**src/rtl/multibit_serial_adder.sv**
```systemverilog
// rtl/multibit_serial_adder.sv - digit-serial adder, LSB first, with start/busy/done handshake
// Optional macro SERIAL_ADDER_SUB_EN adds sub_in for A-B (B inverted, carry forced to 1).
module multibit_serial_adder #(
  parameter int WIDTH = 8,
  parameter int DIGIT = 1
) (
  input  logic             clk_in,
  input  logic             rst_in,
  input  logic             start_in,
  input  logic [WIDTH-1:0] a_in,
  input  logic [WIDTH-1:0] b_in,
  input  logic             carry_in,
`ifdef SERIAL_ADDER_SUB_EN
  input  logic             sub_in,
`endif
  output logic             busy_out,
  output logic             done_out,
  output logic [WIDTH-1:0] sum_out,
  output logic             carry_out,
  output logic             overflow_out
);
  localparam int N  = WIDTH / DIGIT;
  localparam int CW = (N > 1) ? $clog2(N) : 1;

  generate
    if ((WIDTH % DIGIT) != 0 || WIDTH < 2) begin : g_bad_params
      $error("multibit_serial_adder: WIDTH must be >= 2 and a multiple of DIGIT");
    end
  endgenerate

  typedef enum logic [1:0] {S_IDLE, S_RUN, S_DONE} state_t;

  state_t                 r_state;
  logic [WIDTH-1:0]       r_a;
  logic [WIDTH-1:0]       r_b;
  logic [WIDTH-1:0]       r_sum_sh;
  logic                   r_carry;
  logic [CW-1:0]          r_cnt;

  logic [DIGIT-1:0]       w_dig_sum;
  logic                   w_dig_cout;
  logic                   w_msb_cin;
  logic                   w_c;
  logic [WIDTH+DIGIT-1:0] w_cat;
  logic [WIDTH-1:0]       w_sum_next;
  logic                   w_sub;

`ifdef SERIAL_ADDER_SUB_EN
  assign w_sub = sub_in;
`else
  assign w_sub = 1'b0;
`endif

  // Ripple through one digit; the carry into the digit's top bit is kept so the
  // final beat yields the carry into the operand MSB for overflow detection.
  always_comb begin
    w_c       = r_carry;
    w_dig_sum = '0;
    w_msb_cin = 1'b0;
    for (int i = 0; i < DIGIT; i++) begin
      w_msb_cin    = w_c;
      w_dig_sum[i] = r_a[i] ^ r_b[i] ^ w_c;
      w_c          = (r_a[i] & r_b[i]) | (w_c & (r_a[i] ^ r_b[i]));
    end
    w_dig_cout = w_c;
  end

  assign w_cat      = {w_dig_sum, r_sum_sh};
  assign w_sum_next = w_cat[WIDTH+DIGIT-1:DIGIT];

  always_ff @(posedge clk_in) begin
    if (rst_in) begin
      r_state      <= S_IDLE;
      r_a          <= '0;
      r_b          <= '0;
      r_sum_sh     <= '0;
      r_carry      <= 1'b0;
      r_cnt        <= '0;
      busy_out     <= 1'b0;
      done_out     <= 1'b0;
      sum_out      <= '0;
      carry_out    <= 1'b0;
      overflow_out <= 1'b0;
    end else begin
      case (r_state)
        S_IDLE: begin
          done_out <= 1'b0;
          if (start_in) begin
            r_a      <= a_in;
            r_b      <= w_sub ? ~b_in : b_in;
            r_carry  <= w_sub ? 1'b1 : carry_in;
            r_sum_sh <= '0;
            r_cnt    <= '0;
            busy_out <= 1'b1;
            r_state  <= S_RUN;
          end
        end
        S_RUN: begin
          r_a      <= r_a >> DIGIT;
          r_b      <= r_b >> DIGIT;
          r_sum_sh <= w_sum_next;
          r_carry  <= w_dig_cout;
          r_cnt    <= r_cnt + 1'b1;
          if (r_cnt == CW'(N - 1)) begin
            sum_out      <= w_sum_next;
            carry_out    <= w_dig_cout;
            overflow_out <= w_dig_cout ^ w_msb_cin;
            done_out     <= 1'b1;
            r_state      <= S_DONE;
          end
        end
        S_DONE: begin
          done_out <= 1'b0;
          busy_out <= 1'b0;
          r_state  <= S_IDLE;
        end
        default: begin
          done_out <= 1'b0;
          busy_out <= 1'b0;
          r_state  <= S_IDLE;
        end
      endcase
    end
  end

endmodule

```
**config.mk**
```make
export PLATFORM = sky130hd
export DESIGN_NAME = multibit_serial_adder
export DESIGN_NICKNAME = d
export VERILOG_FILES = /design/src/rtl/multibit_serial_adder.sv
export SDC_FILE = /design/constraint.sdc
export NUM_CORES = 1
export LEC_CHECK = 0
export ABC_CLOCK_PERIOD_IN_PS = 1400
export BUFFER_PORTS_ARGS = -buffer_cell sky130_fd_sc_hd__buf_2
export CAP_MARGIN = 40
export CORE_MARGIN = 2
export CORE_UTILIZATION = 34
export DETAILED_ROUTE_END_ITERATION = 8
export GPL_TIMING_DRIVEN = 0
export PLACE_DENSITY = 0.51
export SLEW_MARGIN = 25
export SYNTH_ARGS = -nofsm -noshare
export SYNTH_HDL_FRONTEND = slang
export SYNTH_SLANG_ARGS = --single-unit
```
**constraint.sdc**
```tcl
create_clock -name clk_in -period 1.4 [get_ports clk_in]
set_input_delay 0.42 -clock clk_in [delete_from_list [all_inputs] [get_ports clk_in]]
set_output_delay 0.42 -clock clk_in [all_outputs]
set_load 0.03 [all_outputs]
```
==> results.ini <==
[critical_path]
critical_path_class=register to register
critPathMaxFanout=10
setup.worst_path.start_class=register
crit_required_ns=1.56
crit_arrival_ns=1.46
crit_family=adder cells
max_stage_delay_ns=0.34
crit_chain=ha_2, ha_4, and3b_2, buf_6, nand2_1, a21oi_1
slowest_stage=dfxtp_2
critPathBufInv=1
end_kind=register

[synth]
synth_area_um2=1750
syn_area_per_cell_um2=10.1
synth_area_leader_cell=dfxtp_1
ys_types=24
synth_top_area_share_pct=46.8
yosysWarnings=0
synth.yosys.seq_area_share_pct=46.8
syn-num-nets=196
ys_ff_latch=41
synthCells=173
synth.area.top_cells=dfxtp_1, a211oi_2, mux2i_1

[pwr]
total_power_mw=2.70
p_leak_nw=0.844
peakVddDrop_uv=532
cellPowerDensity_nw_per_um2=1260

[placed_design]
place_congestion=0.680
placed_cells=273
dp_slack_ns=-0.0773
hpwl_um=2640
io_buffer_count=30

[route]
avgRoutedWirePerCell_um=12.5
firstDrtPassIters=4
drc_errors=0
routed_wl_um=3500
drt_iter0_drc=71
viasPerCell=4.69
ant_nets=0
vias=1317

[sta]
slew_headroom_pct=67.7
fmax_mhz=766
hold_viol=0
worstMarginPinSlew_ns=0.485
setup_ws_ns=0.0953
drv_slew=0
finalCriticalPeriod_ns=1.30
rsz0062_at_grt=false
period_share_pct=93.2
setup_viol=0
finClkSkew_ns=0.00364
setup_tns_ns=0

[status]
status=finished clean

[cts]
cts_tree=built
cts.sinks=41
root_buffer=clkbuf_8
htreeDepth=2
cts_buffer_depth=2
postCtsSetupBuffers=0
cts_inserted_buffers=5
clk_latency_ns=0.29
path_clk_slew_ns=0.08

[die]
die_area_um2=5750
die_h_um=75.8
core_um2=5040
pin_count=32
initial_utilization_pct=34.8
rows=26
die_x_um=75.8

[global_route]
grt_pass1_vias=1277
grt_pass1_wl_um=5780
grt_antenna_before_repair=0
track_usage_pct=13.6
grt_max_degree=14
overflow=0

[job]
drv_cap=0

[cells_and_area]
utilization_pct=42.6
antenna_cells=0
final_cell_mix=dfxtp_1, buf_2, nor2_1, nand2_1, a211oi_2
fin_cells=281
fin_nets=233
mostFrequentLayoutCell=dfxtp_1
syn_to_final_growth_pct=22.6
fillCellCount=515
drive_gt1_share_pct=36.0

[worst_hold_path]
hp-class=primary input to register

[power breakdown]
part / switching (mW) / internal [mW]
Clock: 0.399 / 0.708
Combinational: 0.181 / 0.153
Sequential: 0.0348 / 1.22
Total: 0.615 / 2.08
[logic make-up after synthesis]
kind of cell	count (synthesis)	share of synthesized area (%)
compound gates	40	21.1
buf+inv	15	5.85
mux	15	8.57
fa+ha+maj	3	2.57
simple gates	58	14.6
flops	41	46.8
xor+xnor	1	0.500
[worst register-to-register path, cell delays in order (launching register included)]
cell	delay (ns)
dfxtp_2	0.34
ha_2	0.20
ha_4	0.17
and3b_2	0.20
buf_6	0.14
nand2_1	0.07
a21oi_1	0.06
[worst paths after layout]
check             startpoint    endpoint  slack (ns)  depth (start not counted)
setup / recovery    r_cnt[0]  sum_out[7]         0.1                          6
setup reg to reg    r_cnt[0]  sum_out[7]         0.1                          6
hold / removal       a_in[7]      r_a[7]        0.38                          3
hold reg to reg   sum_out[3]  sum_out[3]        0.45                          2
[flip-flops by register name, indices dropped and copies added (netlist names)]
register and cells:
r_sum_sh 7, r_carry 1, carry_out 1, sum_out 8, r_cnt 3, overflow_out 1
r_state 2, busy_out 1, r_b 8, done_out 1, r_a 8
[routing by layer]
| metal | share of wire (%) | vias up | GRT usage [%] |
|---|---|---|---|
| met1 | 45 | 611 | 16.2 |
| met3 | 3.8 | 6 | 3.97 |
| met2 | 50 | 26 | 23.4 |
| met4 | 1.3 | 0 | 4.68 |
| met5 | 0 | - | 0 |
| li1 | - | 674 | - |
[cells in the mapped netlist (all sizes together)]
master / count
dfxtp: 41
nor2: 30
nand2: 18
a211oi: 17
mux2i: 15
a22oi: 11
buf: 11
a21oi: 10
nor3: 4
clkbuf: 3
ha: 2
nor2b: 2
and3b: 1
fa: 1
inv: 1
nand2b: 1
nand3b: 1
nor3b: 1
o21ba: 1
o21bai: 1
xnor2: 1
[area by class of cell]
class / count / area (um2) / area share [%]
plain buffers: 14 / 105 / 4.89
clock buffers: 5 / 68.8 / 3.20
clock inverters: 3 / 65.1 / 3.03
inverters: 1 / 3.75 / 0.175
multi-input cells: 117 / 846 / 39.4
flip-flops and latches: 41 / 822 / 38.3
well taps: 70 / 87.6 / 4.08
repair buffers: 30 / 150 / 6.99
[repair_timing]
item                                    4_1_cts  5_1_grt
hold buffers                                  0        0
cloned                                        0        0
endpoints found under the hold margin         0        0
endpoints found under the setup margin       10       10
gates resized for setup                       2        5
[stage by stage]
step | area (um2) | hold slack, ns
after floorplan | 1750 | 0.432
after global placement | 1990 | 0.441
after detailed placement | 1990 | 0.446
after CTS | 2130 | 0.381
after global routing | 2150 | 0.393
final | 2150 | 0.381
(Power assumes the default switching activity.)
